**src/rtl/div_ctrl_pkg.sv**
```systemverilog
// Shared types and constants for the divider-sharing controller.
//   state_t  : controller FSM states
//   ERR_*    : response error codes
//   Q_SAT    : saturated quotient/remainder value reported on errors
package div_ctrl_pkg;

  typedef enum logic [1:0] {
    IDLE = 2'd0,
    CALC = 2'd1,
    RESP = 2'd2
  } state_t;

  localparam logic [1:0] ERR_OK   = 2'b00;
  localparam logic [1:0] ERR_DIV0 = 2'b01;
  localparam logic [1:0] ERR_OVF  = 2'b10;

  localparam logic [7:0] Q_SAT = 8'hFF;

endpackage

```
**src/rtl/div_rr_arbiter.sv**
```systemverilog
// Combinational round-robin arbiter.
//   req_valid : per-requester valid
//   rr_ptr    : highest-priority requester index
//   en        : arbitration enable; no grant when low
//   grant     : one-hot grant
//   grant_idx : binary index of the granted requester
//   grant_any : some requester is granted
module div_rr_arbiter #(
  parameter  int unsigned NREQ = 4,
  localparam int unsigned ID_W = $clog2(NREQ)
) (
  input  logic [NREQ-1:0] req_valid,
  input  logic [ID_W-1:0] rr_ptr,
  input  logic            en,
  output logic [NREQ-1:0] grant,
  output logic [ID_W-1:0] grant_idx,
  output logic            grant_any
);

  int unsigned       idx;
  logic [ID_W-1:0]   cand;

  always_comb begin
    grant     = '0;
    grant_idx = '0;
    grant_any = 1'b0;
    idx       = 0;
    cand      = '0;
    for (int unsigned k = 0; k < NREQ; k++) begin
      // walk from rr_ptr upward, wrapping at NREQ (not a power of two in general)
      idx = 32'(rr_ptr) + k;
      if (idx >= NREQ) idx = idx - NREQ;
      cand = ID_W'(idx);
      if (en && !grant_any && req_valid[cand]) begin
        grant[cand] = 1'b1;
        grant_idx   = cand;
        grant_any   = 1'b1;
      end
    end
  end

endmodule

```
**src/rtl/div_share_ctrl.sv**
```systemverilog
// Shares one external combinational 16/8 divider core between NREQ requesters.
//   clk, rst            : clock, synchronous active-high reset
//   req_valid/req_ready : per-requester handshake; req_n/req_d packed operands
//   div_n/div_d         : operands held stable to the divider core
//   div_q/div_r         : divider core results, sampled after MC_CYCLES
//   rsp_*               : tagged response with valid/ready handshake
//   busy                : controller not idle
module div_share_ctrl
  import div_ctrl_pkg::*;
#(
  parameter int unsigned NREQ      = 4,
  parameter int unsigned ID_W      = 2,
  parameter int unsigned MC_CYCLES = 2
) (
  input  logic               clk,
  input  logic               rst,
  input  logic [NREQ-1:0]    req_valid,
  output logic [NREQ-1:0]    req_ready,
  input  logic [NREQ*16-1:0] req_n,
  input  logic [NREQ*8-1:0]  req_d,
  output logic [15:0]        div_n,
  output logic [7:0]         div_d,
  input  logic [7:0]         div_q,
  input  logic [7:0]         div_r,
  output logic               rsp_valid,
  input  logic               rsp_ready,
  output logic [ID_W-1:0]    rsp_id,
  output logic [7:0]         rsp_q,
  output logic [7:0]         rsp_r,
  output logic [1:0]         rsp_err,
  output logic               busy
);

  localparam int unsigned      CNT_W   = (MC_CYCLES > 1) ? $clog2(MC_CYCLES) : 1;
  localparam logic [CNT_W-1:0] MC_LOAD = CNT_W'(MC_CYCLES - 1);
  localparam logic [ID_W-1:0]  LAST_ID = ID_W'(NREQ - 1);

  state_t            state;
  logic [ID_W-1:0]   rr_ptr;
  logic [CNT_W-1:0]  mc_cnt;
  logic [15:0]       op_n;
  logic [7:0]        op_d;

  logic              arb_en;
  logic [NREQ-1:0]   grant;
  logic [ID_W-1:0]   grant_idx;
  logic              grant_any;
  logic [15:0]       sel_n;
  logic [7:0]        sel_d;

  assign arb_en = (state == IDLE) && !rst;

  div_rr_arbiter #(.NREQ(NREQ)) u_arb (
    .req_valid (req_valid),
    .rr_ptr    (rr_ptr),
    .en        (arb_en),
    .grant     (grant),
    .grant_idx (grant_idx),
    .grant_any (grant_any)
  );

  assign req_ready = grant;
  assign div_n     = op_n;
  assign div_d     = op_d;
  assign busy      = (state != IDLE);

  always_comb begin
    sel_n = '0;
    sel_d = '0;
    for (int unsigned i = 0; i < NREQ; i++) begin
      if (32'(grant_idx) == i) begin
        sel_n = req_n[i*16 +: 16];
        sel_d = req_d[i*8 +: 8];
      end
    end
  end

  always_ff @(posedge clk) begin
    if (rst) begin
      state     <= IDLE;
      rr_ptr    <= '0;
      mc_cnt    <= '0;
      op_n      <= '0;
      op_d      <= '0;
      rsp_valid <= 1'b0;
      rsp_id    <= '0;
      rsp_q     <= '0;
      rsp_r     <= '0;
      rsp_err   <= '0;
    end else begin
      case (state)
        IDLE: begin
          if (grant_any) begin
            rsp_id <= grant_idx;
            rr_ptr <= (grant_idx == LAST_ID) ? '0 : grant_idx + 1'b1;
            // operand regs load only on the CALC path so the core stays quiet on errors
            if (sel_d == '0) begin
              rsp_q     <= Q_SAT;
              rsp_r     <= sel_n[7:0];
              rsp_err   <= ERR_DIV0;
              rsp_valid <= 1'b1;
              state     <= RESP;
            end else if (sel_n[15:8] >= sel_d) begin
              rsp_q     <= Q_SAT;
              rsp_r     <= Q_SAT;
              rsp_err   <= ERR_OVF;
              rsp_valid <= 1'b1;
              state     <= RESP;
            end else begin
              op_n   <= sel_n;
              op_d   <= sel_d;
              mc_cnt <= MC_LOAD;
              state  <= CALC;
            end
          end
        end
        CALC: begin
          if (mc_cnt == '0) begin
            rsp_q     <= div_q;
            rsp_r     <= div_r;
            rsp_err   <= ERR_OK;
            rsp_valid <= 1'b1;
            state     <= RESP;
          end else begin
            mc_cnt <= mc_cnt - 1'b1;
          end
        end
        RESP: begin
          if (rsp_ready) begin
            rsp_valid <= 1'b0;
            state     <= IDLE;
          end
        end
        default: state <= IDLE;
      endcase
    end
  end

endmodule

```
**config.mk**
```make
export PLATFORM = sky130hd
export DESIGN_NAME = div_share_ctrl
export DESIGN_NICKNAME = d
export VERILOG_FILES = /design/src/rtl/div_ctrl_pkg.sv /design/src/rtl/div_rr_arbiter.sv /design/src/rtl/div_share_ctrl.sv
export SDC_FILE = /design/constraint.sdc
export NUM_CORES = 1
export LEC_CHECK = 0
export CELL_PAD_IN_SITES_DETAIL_PLACEMENT = 1
export CELL_PAD_IN_SITES_GLOBAL_PLACEMENT = 2
export CORE_AREA = 5 5 131 133
export DETAILED_ROUTE_END_ITERATION = 10
export DIE_AREA = 0 0 136 138
export PLACE_DENSITY = 0.95
export SYNTH_ARGS = -nofsm -noshare
export SYNTH_HDL_FRONTEND = slang
export SYNTH_HIERARCHICAL = 1
export SYNTH_SLANG_ARGS = --single-unit
```
**constraint.sdc**
```tcl
create_clock -name clk -period 19.53 [get_ports clk]
set_input_delay 5.859 -clock clk [delete_from_list [all_inputs] [get_ports clk]]
set_output_delay 5.859 -clock clk [all_outputs]
set_load 0.005 [all_outputs]
```
==> After elaboration in Yosys (flattened, before gate mapping) <==
Cells that the tools add are included.
{ "totals": {"n_memories": 0, "wordCells": 148, "latch_bits": 0, "ramBits": 0, "register_bits": 50, "rom_bits": 0} }
{ "classes": {"n_reduce_logical": 28, "div_mod_pow": 0, "bitwise": 5, "n_shift": 0, "eq_ne": 11, "order_cmp": 13, "mux": 72, "n_mul": 0, "addsub": 9} }
{ "ops": {"columns": ["cell", "n"], "rows": [
  ["$mux W8", 11],
  ["$mux W16", 4],
  ["$mux W2", 18],
  ["$pmux W8 S2", 2],
  ["$mux W1", 21],
  ["$mux W4", 4],
  ["$logic_and A1 B1 Y1", 12],
  ["$lt A2 B3 Y1 const B", 4],
  ["$or A4 B4 Y4", 3],
  ["$reduce_and A4 Y1", 3],
  ["$ne A2 B2 Y1 const B", 5],
  ["$ge A3 B3 Y1 const B", 3],
  ["$bmux W1 S2", 4],
  ["$demux W1 S2", 4],
  ["$ge A2 B1 Y1 const B", 4],
  ["$ge A8 B8 Y1", 1],
  ["$logic_not A8 Y1", 1],
  ["$sub A2 B1 Y2 const B", 4],
  ["$add A2 B2 Y3 const B", 2],
  ["$eq A2 B2 Y1 const B", 3],
  ["$pmux W2 S3", 1],
  ["$reduce_and A5 Y1", 1],
  ["$eq A2 B1 Y1 const B", 2],
  ["$logic_not A1 Y1", 4],
  ["other kinds (14)", 17]
]} }

==> Depth between registers and ports, before layout <==
Gate-level depths: netlist of the first run.
{ "depth": {"depth_word": 28, "depth_mapped": 26, "ltp_nobuf": 20} }

==> Modules after synthesis <==
The synthesis of the first run kept the hierarchy.
{ "modules_own_cells": {"columns": ["module", "n_inst", "cells_each", "area_each_um2"], "rows": [
  ["div_share_ctrl", 1, 416, 3308.2],
  ["div_rr_arbiter", 1, 66, 549.3]
]} }

==> Worst setup path before layout of the first run <==
Ideal clock, no wire load.
{ "synth_timing": {"path_kind": "in2out", "start": "input rst", "end": "output req_ready[0]", "path_stages": 8, "t_required_ns": 13.671, "path_buffers": 3, "arrival_ns": 7.439, "slack_ns": 6.232, "cell_sequence": "clkbuf_1 > buf_1 > nor2_1 > buf_1 > nand2_1 > nor4b_1 > o21ai_2 > o2bb2ai_1"} }
{ "synth_between": {"elab_chain_cells": 16, "word_cells_on_any_way": 22} }
{ "synth_lines": {"columns": ["element", "line_no", "rtl"], "rows": [
  ["from (decl)", "div_share_ctrl.sv:16", "input logic rst,"],
  ["$logic_not A1 Y1 (*)", "div_share_ctrl.sv:51", "assign arb_en = (state == IDLE) && !rst;"],
  ["$logic_and A1 B1 Y1 (*)", "div_share_ctrl.sv:51", null],
  ["named net arb_en", "div_share_ctrl.sv:44", "logic arb_en;"],
  ["$logic_and A1 B1 Y1", "div_rr_arbiter.sv:34", "if (en && !grant_any && req_valid[cand]) begin"],
  ["$mux W1", "div_rr_arbiter.sv:34", null],
  ["$logic_not A1 Y1", "div_rr_arbiter.sv:34", null],
  ["$logic_and A1 B1 Y1 (2 in a row)", "div_rr_arbiter.sv:34", null],
  ["$mux W1", "div_rr_arbiter.sv:34", null],
  ["$logic_not A1 Y1", "div_rr_arbiter.sv:34", null],
  ["$logic_and A1 B1 Y1 (2 in a row)", "div_rr_arbiter.sv:34", null],
  ["$mux W1", "div_rr_arbiter.sv:34", null],
  ["$logic_not A1 Y1", "div_rr_arbiter.sv:34", null],
  ["$logic_and A1 B1 Y1 (2 in a row)", "div_rr_arbiter.sv:34", null],
  ["$mux W4 (*)", "div_rr_arbiter.sv:34", null],
  ["to (decl)", "div_share_ctrl.sv:18", "output logic [NREQ-1:0] req_ready,"]
]} }
The timed path passes the listed nets; every way through them passes the cells marked *.

==> Worst setup path in the final report of the first run <==
{ "layout_timing": {"start": "input rst", "end": "output req_ready[1]"} }
The elaborated chain is that of the path after synthesis.

==> qor.yml, run 1 <==
totalWireLength_mm: 16.13
grt_pass1_vias: 4696
p_leak_nw: 2.035
cp.required_ns: 13.67
die_area_um2: 18770
min_period_ns: 14.33
power_density_nw_per_um2: 156.7
synth_mux_area_share_pct: 4.638
start_kind: "input pin"
synth_compound_area_share_pct: 33.70
hold_viol_final: 0
max_stage_delay_ns: 0.58
cts.sink_count: 50
syn_area_per_cell_um2: 8.003
io_pins: 169
yosys.area.top_type: "dfxtp_1"
clock-root-buffer: "clkbuf_16"
cp.arrival_ns: 8.47
status: "finished, final reports clean"
syn_area_um2: 3857
crit_path_end_kind: "primary output"
synth-edff-count: 0
grt_use_total_pct: 16.93
yosysWarningCount: 6
tightest_slew_ns: 1.285
max_freq_mhz: 69.79
portBuffers: 168
drtIter0Drc: 151
antennaDiodeCount: 0
htree_levels: 2
grt_antenna_before_repair: 0
yosysMostFrequentCell: "nor2_1"
synth.cells.most_frequent: "nor2_1, dfxtp_1, a21oi_1, o21ai_0, nand2_1"
setup_viol: 0
ant_nets: 0
start_util_pct: 24.55
synth_cells: 482
core_area_um2: 15710
finalNetCount: 763
clock_skew_ns: 0.008747
final_cells: 841
dr_total_vias: 4289
setup.worst_path.class: "input pin to primary output"
cp_cell_sequence: "buf_2, buf_4, nor2_1, nand2_1, nor4b_1, o21ai_2, o2bb2ai_1, clkdlybuf4s50_1"
cp_slowest_cell: "nor2_1"
cpLargestDelayFamily: "simple AND/OR/NAND/NOR gates"
placed_cells: 833
cts.clk_slew.worst_paths_ns: 0.07
grt_max_degree: 70
drive_above_1_share_pct: 5.760
ir_worst_vdd_uv: 110.9
die_w_um: 136
synth_top_area_share_pct: 25.95
drv_slew: 0
worst-path-buf-inv: 3
cp_max_fo: 69
cts_hold_buf: 0
netlist_top_cells_area: "dfxtp_1, ha_1, nor2_1"
cts_tree: "yes"
synth_fa_ha_area_share_pct: 6.487
clock_latency_ns: 0.29
ys.flop_type: "dfxtp_1"
cap_violations: 0
grt_overflow: 0
drtPass1Iterations: 4
clock_path_buffers: 2
cts_buffers: 5
num_rows: 46
synth-async-reset-ratio_pct: 0
synth-simple-area-share_pct: 21.96
finalInstanceArea_um2: 5769
hold_class: "register to register"
wl_per_cell_um: 19.17
post_cts_resized: 0
die_h_um: 138
synth_top_family_by_area: "compound AO/OA/AOI/OAI gates"
gp_congestion: 0.8085
synth_cell_types: 66
rsz0062_at_grt: "false"
vias_per_cell: 5.100
setup-tns-final_ns: 0
syn_to_final_growth_pct: 49.56
synth_nets: 621
remaining_drc_errors: 0
grt_pass1_wl_mm: 25.94
hpwl_mm: 12.79
post_cts_buffers: 0
min_period_over_period_pct: 73.37
yosys.area_share.xor_xnor_pct: 0
ys_ff_latch: 50
seq_area_frac_synth_pct: 25.95
slew_headroom_pct: 14.36
place_area_um2: 5622
-- state kept, by name, summed over array words and instances, names as in the netlist --
register	cells
div_n	16
div_d	8
rsp_q	8
rsp_r	8
rr_ptr	2
rsp_err	2
rsp_id	2
state	2
mc_cnt	1
rsp_valid	1
-- placed cells by master (no fill, tap or decap), drive strengths merged, types with 3 or more instances in the layout --
master,n
o21a,16
and3b,4
ha,20
o21ai,35
a21o,3
dfxtp,50
o221ai,4
nand2b,9
nor4,4
a221o,3
o31ai,8
a221oi,9
o2bb2ai,5
a31oi,4
nand3,10
a21oi,37
and2,5
o22ai,15
a211oi,10
nor2b,13
a22oi,4
or3,5
nor2,56
buf,5
nand4,5
a22o,7
nor3,11
clkdlybuf4s50,167
mux2i,7
o32ai,7
clkbuf,7
nand2,30
mux4,4
o211ai,5
inv,18
-- cells by family after synthesis --
kind of cell             after synthesis
AO/OA/AOI/OAI                        182
AND/OR/NAND/NOR                      163
buffers and inverters                 55
flip-flops                            50
adder cells (fa/ha/maj)               20
multiplexers                          12
-- worst reg2reg max path: stages (launching register included) --
cell and delay [ns]:
dfxtp_1 0.65, inv_1 0.27, ha_1 0.55, mux2_2 0.38, nor4b_1 0.48, o22ai_1 0.12
o2bb2ai_1 0.36, inv_1 0.11, ha_1 0.20, buf_4 0.24, nor2b_1 0.92, a22oi_1 0.33
a21oi_1 0.28, ha_1 0.26, nand2b_1 0.15, a2111oi_2 0.44, o31ai_1 0.22, a31oi_2 0.90
nand2_2 0.32, o41ai_2 0.37
-- where the power goes --
group          switching (mW)  internal, mW
clock                  0.0387        0.0509
combinational           0.398         0.262
sequential             0.0214         0.133
-- final timing paths --
kind,from,slack (ns),depth (start not counted),endpoint
hold reg to reg,rsp_id[0],0.47,2,rsp_id[0]
setup reg to reg,rr_ptr[0],11.89,19,div_n[7]
setup / recovery,rst,5.20,8,req_ready[1]
hold / removal,rsp_id[0],0.47,2,rsp_id[0]
-- layer usage --
| layer | global-route usage (%) | share of wire [%] |
|---|---|---|
| met1 | 21.40 | 43 |
| met2 | 29.47 | 50 |
| met3 | 4.100 | 6.1 |
| met4 | 2.918 | 1.4 |
| met5 | 0 | 0 |
-- metrics by stage --
stage	setup WS [ns]	utilization, %	hold slack, ns	power [mW]
finish	5.201	36.72	0.4688	0.9039
global route	4.969	36.72	0.4993	0.9865
CTS	5.203	36.72	0.4671	0.9123
detailed placement	5.197	35.78	0.4573	0.8210
global placement	5.344	35.78	0.4517	0.7901
floorplan	6.232	-	0.4527	0.6291
-- final cells by class --
class                           instances  area [um^2]
Clock buffer                            7        142.6
Inverter                               18        67.56
Multi-Input combinational cell        377         2576
Sequential cell                        50         1001
Tap cell                              216        270.3
Fill cell                            1845         9943
Timing Repair Buffer                  172         1707
Clock inverter                          1        5.005
Power figures use the tool's default switching activity.
==> run 2, diff against run 1 <==
--- a/config.mk
+++ b/config.mk
@@ -7,10 +7,10 @@
 export LEC_CHECK = 0
 export CELL_PAD_IN_SITES_DETAIL_PLACEMENT = 1
 export CELL_PAD_IN_SITES_GLOBAL_PLACEMENT = 2
-export CORE_AREA = 5 5 131 133
+export CORE_AREA = 5 5 136 138
 export DETAILED_ROUTE_END_ITERATION = 10
-export DIE_AREA = 0 0 136 138
-export PLACE_DENSITY = 0.95
+export DIE_AREA = 0 0 141 143
+export PLACE_DENSITY = 0.91
 export SYNTH_ARGS = -nofsm -noshare
 export SYNTH_HDL_FRONTEND = slang
 export SYNTH_HIERARCHICAL = 1
==> constraint.sdc (replaced) <==
create_clock -name clk -period 14.45 [get_ports clk]
set_input_delay 4.335 -clock clk [delete_from_list [all_inputs] [get_ports clk]]
set_output_delay 4.335 -clock clk [all_outputs]
set_load 0.005 [all_outputs]
==> run 2 against run 1 <==
Critical path type unchanged. Hold slack worse by 0.0068 ns. Global-route usage down 1.4 points. Clock power up 48%. Sequential power up 36%. Register-to-register slack worse by 5.1 ns. Die area up 7.4%. Wire length up 1.5%. Critical endpoint is now req_ready[2]. Sequential share of layout area down 0.090 points. Largest cell class unchanged. Count of clock-buffer cells in the layout down 1. Flip-flop and latch count unchanged.
==> qor.yml, run 2 (synthesis results as in run 1) <==
status: "finished, final reports clean"
worst_slack_ns: 3.240  # -1.961 ns
drtPass1Iterations: 7  # +3
final_util_pct: 34.00  # -2.7 points
largest_reg_flops: 16  # unchanged
cp.required_ns: 10.11  # -3.56 ns
fin_hold_ws_ns: 0.4620  # -0.006844 ns
antennaDiodeCount: 0  # unchanged
drv_slew: 0  # unchanged
finalNetCount: 763  # unchanged
crit_path_end_kind: "primary output"
finalInstanceArea_um2: 5799  # +0.52%
setup.worst_path.class: "input pin to primary output"
sequentialPowerShare_pct: 16.9  # -0.2 points
min_period_over_period_pct: 77.58
clock_latency_ns: 0.29  # about the same
grt_pass1_wl_mm: 25.53  # -1.6%
htree_levels: 2  # unchanged
syn_to_final_growth_pct: 50.34
hpwl_mm: 12.87  # +0.63%
drive_above_1_share_pct: 5.760  # unchanged
dr_total_vias: 4364  # +1.7%
max_freq_mhz: 89.21
hold_class: "register to register"
final_cells: 850  # +1.1%
cts_buffers: 5  # unchanged
power_density_nw_per_um2: 213.5  # +36%
grt_pass1_vias: 4763  # +1.4%
post_cts_resized: 0  # unchanged
grt_use_total_pct: 15.56  # -1.4 points
grt_max_degree: 70  # unchanged
vias_per_cell: 5.134  # +0.67%
ant_nets: 0  # unchanged
mostFrequentLayoutCells: "clkdlybuf4s50_1, nor2_1, dfxtp_1, a21oi_1, o21ai_0"
clock-root-buffer: "clkbuf_16"
clock_skew_ns: 0.003897  # -0.004850 ns
post_cts_buffers: 0  # unchanged
dp_slack_ns: 3.246  # -1.952 ns
num_rows: 48  # +4.3%
power.share.switching_pct: 50.23  # -0.40 points
p_leak_nw: 2.039  # +0.16%
die_area_um2: 20160  # +7.4%
setup_viol: 0  # unchanged
place_area_um2: 5633  # +0.20%
p_switching_mw: 0.6219  # +36%
placed_cells: 842  # +1.1%
rsz0062_at_grt: "false"
core_area_um2: 17060  # +8.6%
nFillCells: 2022  # +9.6%
min_period_ns: 11.21
cts.clk_slew.worst_paths_ns: 0.06  # about the same
tightest_slew_ns: 1.169  # -0.1154 ns
drtIter0Drc: 160  # +6.0%
grt_overflow: 0  # unchanged
start_kind: "input pin"
portBuffers: 168  # unchanged
setup-tns-final_ns: 0  # unchanged
cts_tree: "yes"
die_w_um: 141  # +3.7%
start_util_pct: 22.62  # -1.9 points
slew_headroom_pct: 22.05  # +7.7 points
cts_hold_buf: 0  # unchanged
die_h_um: 143  # +3.6%
cap_violations: 0  # unchanged
cp_max_fo: 69  # unchanged
remaining_drc_errors: 0  # unchanged
ir_worst_vdd_uv: 84.40  # -24%
p_int_mw: 0.6161  # +38%
gp_congestion: 0.8602  # +6.4%
clock_path_buffers: 2  # unchanged
io_pins: 169  # unchanged
hold_viol_final: 0  # unchanged
cts.sink_count: 50  # unchanged
totalWireLength_mm: 16.36  # +1.5%
pwr-share-clk_pct: 10.8  # +0.9 points
power_frac_comb_pct: 72.4  # -0.6 points
cp.arrival_ns: 6.88  # -1.59 ns
grt_antenna_before_repair: 0  # unchanged
layout_commonest_cell: "clkdlybuf4s50_1"
wl_per_cell_um: 19.25  # +0.40%
p_total_mw: 1.238  # +37%
-- run 2: cell types whose count changed in the layout (fill, tap and decap cells not counted), sizes merged --
| cell | before | now |
|---|---|---|
| bufinv | 0 | 1 |
| clkinvlp | 0 | 1 |
| clkinv | 1 | 0 |
| clkbuf | 7 | 6 |
-- run 2: worst max-delay path, cell delays in order --
cell,delay [ns]
buf_2,0.10
buf_4,0.33
nor2_1,0.55
nand2_1,0.16
nor4b_1,0.54
o21ai_2,0.14
o2bb2ai_1,0.17
clkdlybuf4s50_1,0.52
-- run 2: routing by layer --
metal / vias to the layer above / global-route usage [%] / routed length, um
met4: 0 / 4.284 / 370
li1: 2082 / - / -
met1: 2114 / 18.79 / 6946
met5: - / 0 / 0
met3: 26 / 3.717 / 897
met2: 142 / 27.70 / 8148
-- run 2: area by class of cell --
class                      count  area [um^2]  share of cell area [%]
tap                          225        281.5                   4.854
sequential                    50         1001                   17.26
multi-input combinational    377         2576                   44.42
inverter                      18        67.56                   1.165
timing repair buffer         172         1707                   29.43
clock inverter                 2        37.54                  0.6472
clock buffer                   6        128.9                   2.222
-- run 2: path summary, 6_finish.rpt --
path	from	to	depth (start not counted)	slack, ns
worst min-delay path	rsp_id[0]	rsp_id[0]	2	0.46
worst max-delay path	rst	req_ready[2]	8	3.24
worst max register to register	rr_ptr[0]	div_n[7]	19	6.81
worst min register to register	rsp_id[0]	rsp_id[0]	2	0.46
-- run 2: power by group through the flow --
stage	logic, mW	registers [mW]	clock network [mW]
floorplan	0.644	0.206	0
global placement	0.856	0.210	0
detailed placement	0.887	0.213	0
CTS	0.900	0.210	0.138
global route	0.984	0.215	0.144
finish	0.896	0.209	0.133
==> run 3, diff against run 2 <==
==> constraint.sdc (replaced) <==
create_clock -name clk -period 11.75 [get_ports clk]
set_input_delay 3.525 -clock clk [delete_from_list [all_inputs] [get_ports clk]]
set_output_delay 3.525 -clock clk [all_outputs]
set_load 0.005 [all_outputs]
==> run 3 against run 2 <==
Combinational power rose by 23%. Sequential share of layout area barely moved. Total power rose by 23%. Die area did not move. Critical path depth rose by 11. Wire length rose by 1.6%. Register-to-register slack got worse by 2.8 ns. Final cell count did not move. Final area barely moved. Worst setup slack got worse by 1.4 ns. Critical path type is now input pin to register.
==> qor.yml, run 3 (synthesis results as in run 1) <==
grt_pass1_vias: 4622  # -3.0%
busiest_layer: "met2"
clock_latency_ns: 0.29  # about the same
p_int_mw: 0.7576  # +23%
max_stage_delay_ns: 0.92  # +0.37 ns
hold_class: "register to register"
antennaDiodeCount: 0  # unchanged
clock_path_buffers: 2  # unchanged
grt_pass1_wl_mm: 25.64  # +0.43%
min_period_over_period_pct: 84.61
p_switching_mw: 0.7620  # +23%
grt_use_total_pct: 15.76  # +0.20 points
gp_congestion: 0.8940  # +3.9%
start_util_pct: 22.62  # unchanged
finalNetCount: 763  # unchanged
grt_antenna_before_repair: 0  # unchanged
tightest_slew_ns: 1.268  # +0.09904 ns
ant_nets: 0  # unchanged
setup_viol: 0  # unchanged
die_w_um: 141  # unchanged
num_rows: 48  # unchanged
setup.worst_path.class: "input pin to register"
power_frac_comb_pct: 72.2  # -0.2 points
p_leak_nw: 2.045  # +0.32%
die_area_um2: 20160  # unchanged
drtPass1Iterations: 4  # -3
power_density_nw_per_um2: 262.1  # +23%
min_period_ns: 9.942
clock_skew_ns: 0.005511  # +0.001614 ns
wl_per_cell_um: 19.56  # +1.6%
io_pins: 169  # unchanged
drtIter0Drc: 155  # -3.1%
htree_levels: 2  # unchanged
core_area_um2: 17060  # unchanged
mostFrequentLayoutCells: "clkdlybuf4s50_1, nor2_1, dfxtp_1, a21oi_1, o21ai_0"
post_cts_resized: 0  # unchanged
grt_max_degree: 69  # -1.4%
grt_overflow: 0  # unchanged
pwr-share-clk_pct: 10.8  # about the same
vias_per_cell: 5.135  # about the same
cp.arrival_ns: 10.13  # +3.25 ns
remaining_drc_errors: 0  # unchanged
met1_usage_pct: 20.10  # +1.3 points
cp_cell_sequence: "clkdlybuf4s50_1, mux2_2, nor4b_1, o22ai_1, o2bb2ai_1, inv_1, ha_1, buf_4, nor2b_1, a221oi_1, nor3_1, a21oi_1, ha_1, nand2b_1, a2111oi_2, o31ai_1, a31oi_2, nand2_2, o41ai_2"
power.share.switching_pct: 50.14  # -0.091 points
sequentialPowerShare_pct: 17.0  # about the same
grtUsageMet3_pct: 3.014  # -0.70 points
status: "finished, final reports clean"
drive_above_1_share_pct: 5.920  # +0.16 points
cp_max_fo: 35  # -49%
cts_hold_buf: 0  # unchanged
slew_headroom_pct: 15.45  # -6.6 points
largest_reg_flops: 16  # unchanged
worst_path_most_repeated_cell: "ha_1"
worst_slack_ns: 1.808  # -1.432 ns
clock-root-buffer: "clkbuf_16"
met2_usage_pct: 27.57  # -0.13 points
rsz0062_at_grt: "false"
portBuffers: 168  # unchanged
ir_worst_vdd_uv: 115.5  # +37%
dp_slack_ns: 1.659  # -1.586 ns
layout_commonest_cell: "clkdlybuf4s50_1"
cp_slowest_cell: "nor2b_1"
cts.sink_count: 50  # unchanged
drv_slew: 0  # unchanged
crit_path_end_kind: "register"
syn_to_final_growth_pct: 50.31  # about the same
start_kind: "input pin"
cts_buffers: 5  # unchanged
max_freq_mhz: 100.6
cts_tree: "yes"
hold_viol_final: 0  # unchanged
dr_total_vias: 4365  # +0.023%
cts.clk_slew.worst_paths_ns: 0.07  # about the same
hpwl_mm: 13.15  # +2.2%
die_h_um: 143  # unchanged
post_cts_buffers: 0  # unchanged
cap_violations: 0  # unchanged
setup-tns-final_ns: 0  # unchanged
totalWireLength_mm: 16.63  # +1.6%
cp.required_ns: 11.94  # +1.83 ns
[run 3: cell types whose count changed in the layout (fill, tap and decap cells not counted), sizes merged]
| cell | change |
|---|---|
| clkinv | +2 |
| clkinvlp | -1 |
| clkbuf | -1 |
[run 3: path summary, 6_finish.rpt]
check / start / to / slack (ns) / depth (start not counted)
setup / recovery: req_valid[2] / div_n[7] / 1.81 / 19
hold / removal: rsp_id[0] / rsp_id[0] / 0.46 / 2
setup reg to reg: rr_ptr[0] / div_n[7] / 3.98 / 20
hold reg to reg: rsp_id[0] / rsp_id[0] / 0.46 / 2
[run 3: cell type report]
| type | instances | area, um^2 |
|---|---|---|
| inverters | 18 | 67.56 |
| multi-input cells | 377 | 2576 |
| well taps | 225 | 281.5 |
| fillers | 2028 | 11260 |
| clock inverters | 3 | 40.04 |
| clock buffers | 5 | 125.1 |
| repair buffers | 172 | 1707 |
| flip-flops and latches | 50 | 1001 |
[run 3: critical path: cells and delay by family]
kind	cells	cell delay [ns]
multiplexers	1	0.33
AND/OR/NAND/NOR	5	2.15
AO/OA/AOI/OAI	8	2.65
adder cells (fa/ha/maj)	2	0.52
buffers and inverters	3	0.92
[run 3: per-stage QoR]
stage	cell area [um^2]	power (mW)	instances	hold slack [ns]	util [%]
floorplan	3857	1.046	482	0.4527	-
global placement	5633	1.304	842	0.4468	33.03
detailed placement	5633	1.355	842	0.4567	33.03
CTS	5798	1.529	850	0.4666	33.99
global route	5798	1.644	850	0.4978	33.99
finish	5798	1.520	850	0.4640	33.99
[run 3: power groups by stage]
stage               Combinational [mW]  Clock [mW]  Sequential (mW)
floorplan                        0.792           0            0.254
global placement                  1.04           0            0.259
detailed placement                1.09           0            0.263
CTS                               1.10       0.169            0.259
global route                      1.20       0.177            0.265
finish                            1.10       0.165            0.258
[run 3: routing by layer]
metal,routed length [um],share of wire (%),up-vias
li1,-,-,2085
met1,7318,44,2112
met2,8196,49,143
met3,820,4.9,25
met4,291,1.8,0
met5,0,0,-
